`config.mk`:
```
export PLATFORM = sky130hd
export DESIGN_NAME = conf_int_mac_dot_seq
export DESIGN_NICKNAME = d
export VERILOG_FILES = /design/src/rtl/conf_int_mac_dot_seq.sv
export SDC_FILE = /design/constraint.sdc
export NUM_CORES = 1
export LEC_CHECK = 0
export CAP_MARGIN = 40
export CORE_AREA = 5 5 77 79
export CTS_BUF_LIST = sky130_fd_sc_hd__clkbuf_4 sky130_fd_sc_hd__clkbuf_8 sky130_fd_sc_hd__clkbuf_16
export CTS_CLUSTER_DIAMETER = 80
export DETAILED_ROUTE_END_ITERATION = 6
export DIE_AREA = 0 0 82 84
export GPL_TIMING_DRIVEN = 1
export MAX_ROUTING_LAYER = met4
export PLACE_DENSITY_LB_ADDON = 0.05
export REMOVE_ABC_BUFFERS = 1
export SLEW_MARGIN = 20
export SYNTH_ARGS = -nofsm -noshare
export SYNTH_HDL_FRONTEND = slang
export SYNTH_SLANG_ARGS = --single-unit
```
`constraint.sdc`:
```
create_clock -name clk -period 4 [get_ports clk]
set_clock_uncertainty 0.05 [all_clocks]
set_input_delay 0.4 -clock clk [delete_from_list [all_inputs] [get_ports clk]]
set_output_delay 0.4 -clock clk [all_outputs]
set_load 0.005 [all_outputs]
```
`src/rtl/conf_int_mac_dot_seq.sv`:
```
// Dot-product sequencer: feeds operand pairs and a registered accumulator to an external combinational MAC.
// Result is valid the cycle after the last operand handshake. DONE holds the result until out_ready.
// Defining CONF_MAC_DOT_SEQ_OVF_EN adds the sticky out_ovf flag.
module conf_int_mac_dot_seq #(
    parameter int OP_BITWIDTH        = 16,
    parameter int DATA_PATH_BITWIDTH = 16,
    parameter int LEN_BITWIDTH       = 8
) (
    input  logic                          clk,
    input  logic                          rst,
    input  logic                          start,
    input  logic [LEN_BITWIDTH-1:0]       cfg_len,
    output logic                          busy,
    input  logic                          in_valid,
    output logic                          in_ready,
    input  logic [DATA_PATH_BITWIDTH-1:0] in_a,
    input  logic [DATA_PATH_BITWIDTH-1:0] in_b,
    output logic [DATA_PATH_BITWIDTH-1:0] mac_a,
    output logic [DATA_PATH_BITWIDTH-1:0] mac_b,
    output logic [DATA_PATH_BITWIDTH-1:0] mac_c,
    input  logic [DATA_PATH_BITWIDTH-1:0] mac_d,
`ifdef CONF_MAC_DOT_SEQ_OVF_EN
    output logic                          out_ovf,
`endif
    output logic                          out_valid,
    input  logic                          out_ready,
    output logic [DATA_PATH_BITWIDTH-1:0] out_data
);

    // OP_BITWIDTH only configures the external MAC; it is carried here for reference.
    localparam int UNUSED_OP_BITWIDTH = OP_BITWIDTH;
    localparam logic [LEN_BITWIDTH-1:0] LEN_ONE = 1;

    typedef enum logic [1:0] {
        S_IDLE  = 2'd0,
        S_ACCUM = 2'd1,
        S_DONE  = 2'd2
    } state_t;

    state_t                          state_q, state_d;
    logic [DATA_PATH_BITWIDTH-1:0]   acc_q,   acc_d;
    logic [LEN_BITWIDTH-1:0]         cnt_q,   cnt_d;
    logic [LEN_BITWIDTH-1:0]         len_q,   len_d;
    logic                            in_hs;

    assign mac_a    = in_a;
    assign mac_b    = in_b;
    assign mac_c    = acc_q;
    assign out_data = acc_q;

    assign busy      = (state_q != S_IDLE);
    assign in_ready  = (state_q == S_ACCUM);
    assign out_valid = (state_q == S_DONE);
    assign in_hs     = in_valid & in_ready;

    always_comb begin
        state_d = state_q;
        acc_d   = acc_q;
        cnt_d   = cnt_q;
        len_d   = len_q;
        unique case (state_q)
            S_IDLE: begin
                if (start) begin
                    acc_d = '0;
                    if (cfg_len != '0) begin
                        len_d   = cfg_len;
                        cnt_d   = '0;
                        state_d = S_ACCUM;
                    end else begin
                        state_d = S_DONE;
                    end
                end
            end
            S_ACCUM: begin
                if (in_hs) begin
                    acc_d = mac_d;
                    cnt_d = cnt_q + LEN_ONE;
                    if (cnt_q == len_q - LEN_ONE) begin
                        state_d = S_DONE;
                    end
                end
            end
            S_DONE: begin
                // A start arriving together with out_ready is deliberately dropped.
                if (out_ready) begin
                    state_d = S_IDLE;
                end
            end
            default: state_d = S_IDLE;
        endcase
    end

    always_ff @(posedge clk) begin
        if (rst) begin
            state_q <= S_IDLE;
            acc_q   <= '0;
            cnt_q   <= '0;
            len_q   <= '0;
        end else begin
            state_q <= state_d;
            acc_q   <= acc_d;
            cnt_q   <= cnt_d;
            len_q   <= len_d;
        end
    end

`ifdef CONF_MAC_DOT_SEQ_OVF_EN
    localparam int SHW = 2*DATA_PATH_BITWIDTH + 1;

    logic           ovf_q, ovf_d;
    logic [SHW-1:0] shadow;

    // Unwrapped a*b+acc; any bit at or above DATA_PATH_BITWIDTH means the MAC result wrapped.
    always_comb begin
        shadow = SHW'(in_a) * SHW'(in_b) + SHW'(acc_q);
        ovf_d  = ovf_q;
        if ((state_q == S_IDLE) && start) begin
            ovf_d = 1'b0;
        end else if (in_hs && (|shadow[SHW-1:DATA_PATH_BITWIDTH])) begin
            ovf_d = 1'b1;
        end
    end

    always_ff @(posedge clk) begin
        if (rst) begin
            ovf_q <= 1'b0;
        end else begin
            ovf_q <= ovf_d;
        end
    end

    assign out_ovf = ovf_q;
`endif

endmodule

```
==> results of run 1 <==
[worst register-to-register path, delay by kind of cell, from the launching register on]
kind                     cells  cell delay, ns
AO/OA/AOI/OAI                5            1.21
adder cells (fa/ha/maj)      1            0.26
buffers and inverters        1            0.08
flip-flops                   1            0.47
[power breakdown]
part / leakage [nW] / internal, W / switching, W
logic: 0.547 / 0.0000755 / 0.0000578
clock network: 0.0472 / 0.000138 / 0.000123
registers: 0.276 / 0.000348 / 0.0000156
[layer usage]
layer	vias to the layer above	track usage [%]	part of all wire, %
li1	758	-	-
met1	707	22.7	46
met2	89	22.3	40
met3	7	13.4	13
met4	0	3.63	0.88
met5	-	-	0
[cells by family after synthesis]
logic type	after synthesis	share of synthesized area, %
simple gates	72	17.8
buf+inv	62	21.2
flops	34	34.9
compound gates	31	12.8
xor+xnor	15	6.74
mux	10	5.13
fa+ha+maj	2	1.28
[layout make-up]
cell class | instances | area (sq um)
fill | 554 | 2870
timing repair buffer | 67 | 662
multi-input combinational | 130 | 860
tap | 72 | 90.1
inverter | 3 | 11.3
sequential | 34 | 681
clock inverter | 2 | 12.5
clock buffer | 6 | 82.6
[sequential cells by signal, indices dropped and copies added (netlist names)]
register  cells
mac_c        16
cnt_q         8
len_q         8
state_q       2
[how the worst min path moves through the flow]
stage | slack (ns) | to | start | cells after the start
4_1_cts | 0.49 | cnt_q[1]$_SDFFE_PP0P_ | cnt_q[1]$_SDFFE_PP0P_ | 2
5_1_grt | 0.52 | cnt_q[1]$_SDFFE_PP0P_ | cnt_q[1]$_SDFFE_PP0P_ | 2
3_5_place_dp | 0.48 | mac_c[3]$_SDFFE_PP0P_ | mac_c[3]$_SDFFE_PP0P_ | 2
3_3_place_gp | 0.46 | cnt_q[1]$_SDFFE_PP0P_ | cnt_q[1]$_SDFFE_PP0P_ | 2
6_report | 0.48 | cnt_q[1]$_SDFFE_PP0P_ | cnt_q[1]$_SDFFE_PP0P_ | 2
2_1_floorplan | 0.42 | cnt_q[1]$_SDFFE_PP0P_ | rst | 1
[stage by stage]
step | hold WS, ns | util [%] | setup slack [ns] | cell area, sq um
after floorplan | 0.419 | - | 1.99 | 1550
final | 0.476 | 45.5 | 1.74 | 2400
after global routing | 0.520 | 45.5 | 1.59 | 2400
after global placement | 0.459 | 43.4 | 1.51 | 2290
after detailed placement | 0.477 | 43.6 | 1.45 | 2300
after CTS | 0.488 | 45.4 | 1.75 | 2390
[synthesized netlist by cell type, types with 4 or more instances]
master	count
nor2_1	36
nand4_1	5
mux2i_1	10
clkbuf_1	9
a22oi_1	16
xnor2_1	4
nand3_1	4
nor3_1	5
dfxtp_1	34
buf_4	48
xor2_1	11
nand2_1	6
==> results.py, run 1 <==
metrics = {
    "floorplan": {
        "core_sq_mm": 0.00527,
        "rows": 27,
        "dieArea_sq_mm": 0.00689,
        "die_x_um": 82,
        "floorplan.initialDensity_pct": 37.0,
        "io_pins": 128,
        "die_h_um": 84,
    },
    "placed_design": {
        "hpwl_um": 4380,
        "placed_cells": 305,
        "port_buffers": 63,
        "gp_congestion": 0.752,
    },
    "global_route": {
        "overflow": 0,
        "grt_max_degree": 30,
        "grt_pass1_wl_um": 8910,
        "grt.total_usage_pct": 17.8,
        "first_global_vias": 1689,
        "antenna_found_initial": 0,
    },
    "sta": {
        "fin_crit_sh_pct": 56.4,
        "fmax_mhz": 443,
        "final.setup.tns_ns": 0,
        "relSlewSlack_pct": 60.4,
        "rsz0062_at_grt": "no",
        "worst_pin_slew_ns": 0.588,
        "slew_violations": 0,
        "setup_viol": 0,
        "min_period_ns": 2.26,
        "hold_viol": 0,
    },
    "drt": {
        "ant_nets": 0,
        "routed_wl_um": 5760,
        "drc": 0,
        "drtIter0Drc": 54,
        "drt-vias-per-instance": 4.97,
        "wl_per_cell_um": 18.4,
        "num_vias": 1561,
        "drt_first_pass_iters": 4,
    },
    "finish": {
        "stdcell_count": 314,
        "layout_commonest_cell": "clkdlybuf4s50_1",
        "area_growth_pct": 23.0,
        "drive_gt1_share_pct": 7.85,
        "layout_common_cells": "63 x clkdlybuf4s50_1, 36 x nor2_1, 34 x dfxtp_1, 16 x a22oi_1, 11 x xor2_1",
        "final_net_count": 304,
        "antenna_cells": 0,
    },
    "worst_setup_path": {
        "cp.depth": 7,
        "critical_path_required_ns": 4.17,
        "critPathLaunch": "cfg_len[4]",
        "critical_path.endpoint": "cnt_q[7]$_SDFFE_PP0P_",
        "critPathBufInv": 2,
        "cp_slowest_stage_delay_ns": 0.56,
        "crit_chain": "clkdlybuf4s50_1 -> nor4_1 -> nand2_1 -> nor3b_1 -> buf_4 -> or2_1 -> nor2_1",
        "r2r_start": "len_q[0]$_SDFFE_PP0P_",
        "reg2reg_slack_ns": 1.85,
        "crit_type": "input pin to flop",
        "cp-end-kind": "flop",
        "startpoint_type": "input pin",
        "ff2ff_path_depth": 7,
        "path_delay_family": "simple AND/OR/NAND/NOR gates",
        "arrival_ns": 2.42,
        "cp_max_fo": 9,
        "r2r-end": "state_q[0]$_SDFFE_PP0P_",
        "cp_slowest_cell": "nor4_1",
    },
    "clock_network": {
        "cts_root_buf": "clkbuf_8",
        "path_clk_slew_ns": 0.07,
        "cts-htree-levels": 2,
        "cts_buffers": 5,
        "cts_sinks": 34,
        "cts_tree": "done",
        "cts_setup_buffers": 0,
        "cts_buffer_depth": 2,
        "cts_resized": 0,
        "cts_hold_buf": 0,
        "clk_latency_ns": 0.28,
    },
    "synthesis": {
        "synthTopCellsByArea": "dfxtp_1 35%, buf_4 18%, nor2_1 6.9%",
        "ys_seq_area_share_pct": 34.9,
        "ys_types": 39,
        "synth-edff-count": 0,
        "synth-seq-cells": 34,
        "synth_ff_type": "dfxtp_1",
        "syn_area_sq_mm": 0.00195,
        "synth.top_cell.area_share_pct": 34.9,
        "synthCells": 226,
        "yosysTopAreaCell": "dfxtp_1",
        "ys_warn_count": 0,
        "async_flop_share_pct": 0,
        "syn_area_per_cell_sq_um": 8.63,
    },
    "worst_hold_path": {
        "min_path_type": "flop to flop",
    },
    "power_and_ir_drop": {
        "design_power_total_w": 0.000758,
        "peakVddDrop_mv": 0.125,
        "p_leak_nw": 0.870,
        "power_density_mw_per_mm2": 316,
    },
    "outcome": {
        "status": "complete, no violations",
    },
    "run": {
        "maxCapViolations": 0,
    },
}
Power figures use the tool's default switching activity.
==> inputs of run 2 (changes only) <==
--- a/config.mk
+++ b/config.mk
@@ -6,11 +6,11 @@
 export NUM_CORES = 1
 export LEC_CHECK = 0
 export CAP_MARGIN = 40
-export CORE_AREA = 5 5 77 79
+export CORE_AREA = 5 5 83 85
 export CTS_BUF_LIST = sky130_fd_sc_hd__clkbuf_4 sky130_fd_sc_hd__clkbuf_8 sky130_fd_sc_hd__clkbuf_16
 export CTS_CLUSTER_DIAMETER = 80
 export DETAILED_ROUTE_END_ITERATION = 6
-export DIE_AREA = 0 0 82 84
+export DIE_AREA = 0 0 88 90
 export GPL_TIMING_DRIVEN = 1
 export MAX_ROUTING_LAYER = met4
 export PLACE_DENSITY_LB_ADDON = 0.05
==> constraint.sdc (replaced) <==
create_clock -name clk -period 1.85 [get_ports clk]
set_clock_uncertainty 0.05 [all_clocks]
set_input_delay 0.185 -clock clk [delete_from_list [all_inputs] [get_ports clk]]
set_output_delay 0.185 -clock clk [all_outputs]
set_load 0.005 [all_outputs]
==> run 2 against run 1 <==
  * The run now ends with negative setup slack left
  * Final area increased by 10%
  * Utilization shrank 2.4 points
  * Clock power rose by 110%
  * Cell count rose by 9.2%
  * Combinational power rose to 2.7 times the previous value
==> results.py, run 2 (synthesis gave the netlist of run 1 again) <==
metrics = {
    "global_route": {
        "grt_max_degree": 18,
        "grt.total_usage_pct": 15.6,
        "antenna_found_initial": 0,
        "first_global_vias": 1667,
        "overflow": 0,
        "grt_pass1_wl_um": 9110,
    },
    "drt": {
        "wl_per_cell_um": 16.9,
        "drt_first_pass_iters": 4,
        "drtIter0Drc": 98,
        "num_vias": 1645,
        "drc": 0,
        "drt-vias-per-instance": 4.80,
        "routed_wl_um": 5810,
        "ant_nets": 0,
    },
    "worst_setup_path": {
        "cp_max_fo": 4,
        "r2r-end": "state_q[0]$_SDFFE_PP0P_",
        "r2r_start": "len_q[1]$_SDFFE_PP0P_",
        "crit_type": "flop to flop",
        "critical_path_required_ns": 1.97,
        "reg2reg_slack_ns": -0.13,
        "cp-end-kind": "flop",
        "arrival_ns": 2.11,
        "ff2ff_path_depth": 5,
        "startpoint_type": "flop",
    },
    "sta": {
        "relSlewSlack_pct": 69.3,
        "slew_violations": 0,
        "layout_setup_ws_ns": -0.135,
        "hold_viol": 0,
        "fmax_mhz": 504,
        "setup_viol": 2,
        "fin_crit_sh_pct": 107,
        "min_period_ns": 1.98,
        "rsz0062_at_grt": "yes",
        "worst_pin_slew_ns": 0.457,
        "final.setup.tns_ns": -0.212,
    },
    "floorplan": {
        "rows": 29,
        "dieArea_sq_mm": 0.00792,
        "die_h_um": 90,
        "floorplan.initialDensity_pct": 31.8,
        "io_pins": 128,
        "die_x_um": 88,
        "core_sq_mm": 0.00613,
    },
    "run": {
        "maxCapViolations": 0,
    },
    "power_and_ir_drop": {
        "combinationalPowerShare_pct": 21.8,
        "p_sw_share_pct": 25.1,
        "p_int_w": 0.00126,
        "design_power_total_w": 0.00168,
        "power_density_mw_per_mm2": 635,
        "p_leak_nw": 1.01,
        "switching_power_w": 0.000421,
        "seqPwrFrac_pct": 46.3,
        "peakVddDrop_mv": 0.354,
        "power.clock.fraction_pct": 32.0,
    },
    "outcome": {
        "status": "complete, but fails checks",
        "violations": "negative setup slack",
    },
    "clock_network": {
        "cts_root_buf": "clkbuf_8",
        "cts_tree": "done",
        "cts_hold_buf": 0,
        "cts_buffer_depth": 2,
        "cts-htree-levels": 2,
        "cts_buffers": 5,
        "cts_sinks": 34,
        "path_clk_slew_ns": 0.07,
        "clk_latency_ns": 0.28,
    },
    "placed_design": {
        "gp_congestion": 0.732,
        "port_buffers": 63,
        "hpwl_um": 4490,
    },
    "finish": {
        "final_net_count": 330,
        "area_growth_pct": 35.6,
        "fin_util_pct": 43.1,
        "antenna_cells": 0,
        "largest_reg_flops": 16,
        "layout_common_cells": "63 x clkdlybuf4s50_1, 36 x nor2_1, 32 x dfxtp_1, 28 x buf_4, 16 x a22oi_1",
        "drive_gt1_share_pct": 18.4,
        "layout_commonest_cell": "clkdlybuf4s50_1",
    },
    "worst_hold_path": {
        "min_to": "mac_a[12]",
        "min_path_cells": 0,
        "min_path_type": "input pin to output port",
        "hp-start": "in_a[12]",
    },
}
-- run 2: final cells by class --
type / count / area [sq um]
clock buffer: 6 / 82.6
tap: 77 / 96.3
timing repair buffer: 93 / 881
inverter: 3 / 11.3
sequential: 34 / 683
fill: 624 / 3490
multi-input combinational: 130 / 888
-- run 2: metrics by stage --
step                instances  setup slack (ns)  hold slack [ns]  cell area (sq um)
detailed placement        337            -0.295            0.320               2530
global placement          337            -0.310            0.320               2530
CTS                       343            -0.151            0.320               2630
finish                    343            -0.135            0.320               2640
global route              343            -0.195            0.320               2640
floorplan                 167            -0.153            0.204               1550
-- run 2: timing repair --
| item | 4_1_cts | 5_1_grt |
|---|---|---|
| gates resized for setup | 5 | 2 |
| setup endpoints to repair | 6 | 3 |
| pin swaps | 4 | 1 |
| setup buffers | 0 | 0 |
-- run 2: how the worst max path moves through the flow --
stage | start | endpoint | slack (ns)
after floorplan | state_q[0]$_SDFFE_PP0P_ | cnt_q[2]$_SDFFE_PP0P_ | -0.15
after global placement | cfg_len[4] | len_q[5]$_SDFFE_PP0P_ | -0.31
after detailed placement | cfg_len[4] | len_q[5]$_SDFFE_PP0P_ | -0.29
after CTS | len_q[1]$_SDFFE_PP0P_ | state_q[0]$_SDFFE_PP0P_ | -0.15
after global routing | len_q[1]$_SDFFE_PP0P_ | state_q[0]$_SDFFE_PP0P_ | -0.20
final | len_q[1]$_SDFFE_PP0P_ | state_q[0]$_SDFFE_PP0P_ | -0.13
-- run 2: power by group through the flow --
stage | Sequential [W] | Clock, W | Combinational [W]
after floorplan | 0.000795 | 0 | 0.000147
after detailed placement | 0.000791 | 0 | 0.000360
after global routing | 0.000780 | 0.000591 | 0.000402
after global placement | 0.000792 | 0 | 0.000362
after CTS | 0.000776 | 0.000561 | 0.000366
final | 0.000776 | 0.000536 | 0.000365
-- run 2: metal layers --
metal / track usage (%) / part of all wire, %
met5: - / 0
met4: 3.84 / 1.2
met3: 10.1 / 12
met2: 19.0 / 40
met1: 21.0 / 47
-- run 2: critical path, stage by stage, from the launching register on --
cell,delay (ns)
dfxtp_2,0.34
or4_4,0.55
a2111oi_4,0.21
nor2_1,0.07
a2111o_1,0.47
o21a_1,0.19
==> inputs of run 3 (changes only) <==
--- a/config.mk
+++ b/config.mk
@@ -6,11 +6,11 @@
 export NUM_CORES = 1
 export LEC_CHECK = 0
 export CAP_MARGIN = 40
-export CORE_AREA = 5 5 83 85
+export CORE_AREA = 5 5 80 82
 export CTS_BUF_LIST = sky130_fd_sc_hd__clkbuf_4 sky130_fd_sc_hd__clkbuf_8 sky130_fd_sc_hd__clkbuf_16
 export CTS_CLUSTER_DIAMETER = 80
 export DETAILED_ROUTE_END_ITERATION = 6
-export DIE_AREA = 0 0 88 90
+export DIE_AREA = 0 0 85 87
 export GPL_TIMING_DRIVEN = 1
 export MAX_ROUTING_LAYER = met4
 export PLACE_DENSITY_LB_ADDON = 0.05
==> constraint.sdc (replaced) <==
create_clock -name clk -period 2.13 [get_ports clk]
set_clock_uncertainty 0.05 [all_clocks]
set_input_delay 0.213 -clock clk [delete_from_list [all_inputs] [get_ports clk]]
set_output_delay 0.213 -clock clk [all_outputs]
set_load 0.005 [all_outputs]
==> run 3 against run 2 <==
  * The run now ends clean
  * Non-clock buffer count decreased by 21
  * Flip-flop and latch count did not move
  * Final area decreased by 7.1%
  * Sequential power down 13%
  * Worst setup slack better by 0.24 ns
  * Wire length down 6.8%
  * Combinational power is 26% lower
  * First-iteration DRC count decreased by 42%
  * Register-to-register slack improved by 0.24 ns
  * Global-route usage up 0.13 points
  * Maximum frequency decreased by 1.9%
  * Largest cell class unchanged
  * Largest power group unchanged
==> results.py, run 3 (synthesis gave the netlist of run 1 again) <==
metrics = {
    "global_route": {
        "overflow": 0,
        "grt_pass1_wl_um": 8650,
        "first_global_vias": 1650,
        "grt_max_degree": 22,
        "grt.total_usage_pct": 15.7,
        "antenna_found_initial": 0,
    },
    "drt": {
        "drtIter0Drc": 57,
        "drt_first_pass_iters": 4,
        "routed_wl_um": 5410,
        "ant_nets": 0,
        "num_vias": 1597,
        "wl_per_cell_um": 16.8,
        "drt-vias-per-instance": 4.96,
        "drc": 0,
    },
    "floorplan": {
        "dieArea_sq_mm": 0.00740,
        "rows": 28,
        "die_x_um": 85,
        "die_h_um": 87,
        "core_sq_mm": 0.00568,
        "io_pins": 128,
        "floorplan.initialDensity_pct": 34.3,
    },
    "sta": {
        "setup_viol": 0,
        "slew_violations": 0,
        "min_period_ns": 2.02,
        "fin_crit_sh_pct": 95.0,
        "rsz0062_at_grt": "no",
        "worst_pin_slew_ns": 0.459,
        "fmax_mhz": 494,
        "relSlewSlack_pct": 69.2,
        "hold_viol": 0,
    },
    "finish": {
        "final_net_count": 309,
        "layout_common_cells": "63 x clkdlybuf4s50_1, 36 x nor2_1, 32 x dfxtp_1, 16 x a22oi_1, 11 x xor2_1",
        "fin_util_pct": 43.2,
        "fill_cells": 603,
        "layout_commonest_cell": "clkdlybuf4s50_1",
        "antenna_cells": 0,
        "stdcell_count": 322,
        "drive_gt1_share_pct": 11.3,
        "area_growth_pct": 25.9,
        "largest_reg_flops": 16,
    },
    "worst_setup_path": {
        "arrival_ns": 2.15,
        "reg2reg_slack_ns": 0.11,
        "crit_type": "flop to flop",
        "ff2ff_path_depth": 5,
        "startpoint_type": "flop",
        "r2r-end": "state_q[0]$_SDFFE_PP0P_",
        "critical_path_required_ns": 2.26,
        "r2r_start": "len_q[0]$_SDFFE_PP0P_",
        "cp-end-kind": "flop",
        "cp_max_fo": 6,
    },
    "placed_design": {
        "gp_congestion": 0.754,
        "port_buffers": 63,
        "placed_cells": 314,
        "hpwl_um": 4190,
    },
    "power_and_ir_drop": {
        "power_density_mw_per_mm2": 591,
        "peakVddDrop_mv": 0.336,
        "p_leak_nw": 0.899,
    },
    "clock_network": {
        "cts_tree": "done",
        "path_clk_slew_ns": 0.07,
        "cts_buffers": 5,
        "clk_latency_ns": 0.28,
        "cts_buffer_depth": 2,
        "cts_hold_buf": 0,
        "cts-htree-levels": 2,
        "cts_sinks": 34,
        "cts_root_buf": "clkbuf_8",
    },
    "outcome": {
        "status": "complete, no violations",
    },
    "run": {
        "maxCapViolations": 0,
    },
    "worst_hold_path": {
        "hp-start": "in_b[6]",
        "min_to": "mac_b[6]",
        "min_path_type": "input pin to output port",
        "min_path_cells": 0,
    },
}
==> run 3: changes by cell type in the layout (fill, tap and decap cells not counted), sizes merged <==
| cell | delta |
|---|---|
| clkbuf | +1 |
| clkdlybuf4s15 | +1 |
| clkinv | +1 |
| buf | -22 |
==> run 3: area by class of cell <==
cell class,count,area [sq um],area share (%)
Clock buffer,7,90.1,3.67
Timing Repair Buffer,72,702,28.6
Sequential cell,34,683,27.8
Tap cell,75,93.8,3.82
Multi-Input combinational cell,130,868,35.4
Clock inverter,1,5.00,0.204
Inverter,3,11.3,0.459
==> run 3: power by group <==
group | switching (W) | internal (W) | total [W]
clock network | 0.000229 | 0.000274 | 0.000503
registers | 0.0000234 | 0.000655 | 0.000678
logic | 0.000115 | 0.000154 | 0.000269
==> run 3: what timing repair did <==
| action | in CTS | in global routing |
|---|---|---|
| endpoints found under the setup margin | 1 | 2 |
| resized for setup | 1 | 3 |
| setup buffers | 0 | 0 |
==> run 3: worst max path at each step <==
stage,end,slack (ns),start
final,state_q[0]$_SDFFE_PP0P_,0.11,len_q[0]$_SDFFE_PP0P_
after global routing,state_q[0]$_SDFFE_PP0P_,0.01,len_q[0]$_SDFFE_PP0P_
after CTS,state_q[0]$_SDFFE_PP0P_,0.05,len_q[1]$_SDFFE_PP0P_
after detailed placement,cnt_q[3]$_SDFFE_PP0P_,-0.007,cfg_len[4]
after global placement,cnt_q[7]$_SDFFE_PP0P_,-0.15,start
after floorplan,cnt_q[2]$_SDFFE_PP0P_,0.13,state_q[0]$_SDFFE_PP0P_
==> run 3: per-layer routing <==
| metal | track usage (%) | share of wire (%) | vias up |
|---|---|---|---|
| li1 | - | - | 767 |
| met1 | 20.6 | 47 | 742 |
| met2 | 19.6 | 41 | 81 |
| met3 | 9.65 | 10 | 7 |
| met4 | 4.75 | 1.2 | 0 |
| met5 | - | 0 | - |
==> run 3: through the flow <==
stage | setup WS [ns] | setup TNS [ns] | area, sq um | power (W) | hold WS, ns
floorplan | 0.127 | 0 | 1550 | 0.000818 | 0.232
global placement | -0.146 | -0.681 | 2340 | 0.000961 | 0.376
detailed placement | -0.00688 | -0.00688 | 2350 | 0.000960 | 0.376
CTS | 0.0481 | 0 | 2440 | 0.00147 | 0.376
global route | 0.0111 | 0 | 2450 | 0.00154 | 0.376
finish | 0.106 | 0 | 2450 | 0.00145 | 0.376
==> run 3: worst max-delay path, cell delays in order, from the launching register on <==
cell and delay, ns:
dfxtp_2 0.35, or4_4 0.56, a2111oi_4 0.27, nor2_1 0.09
a2111o_1 0.41, o21a_1 0.18
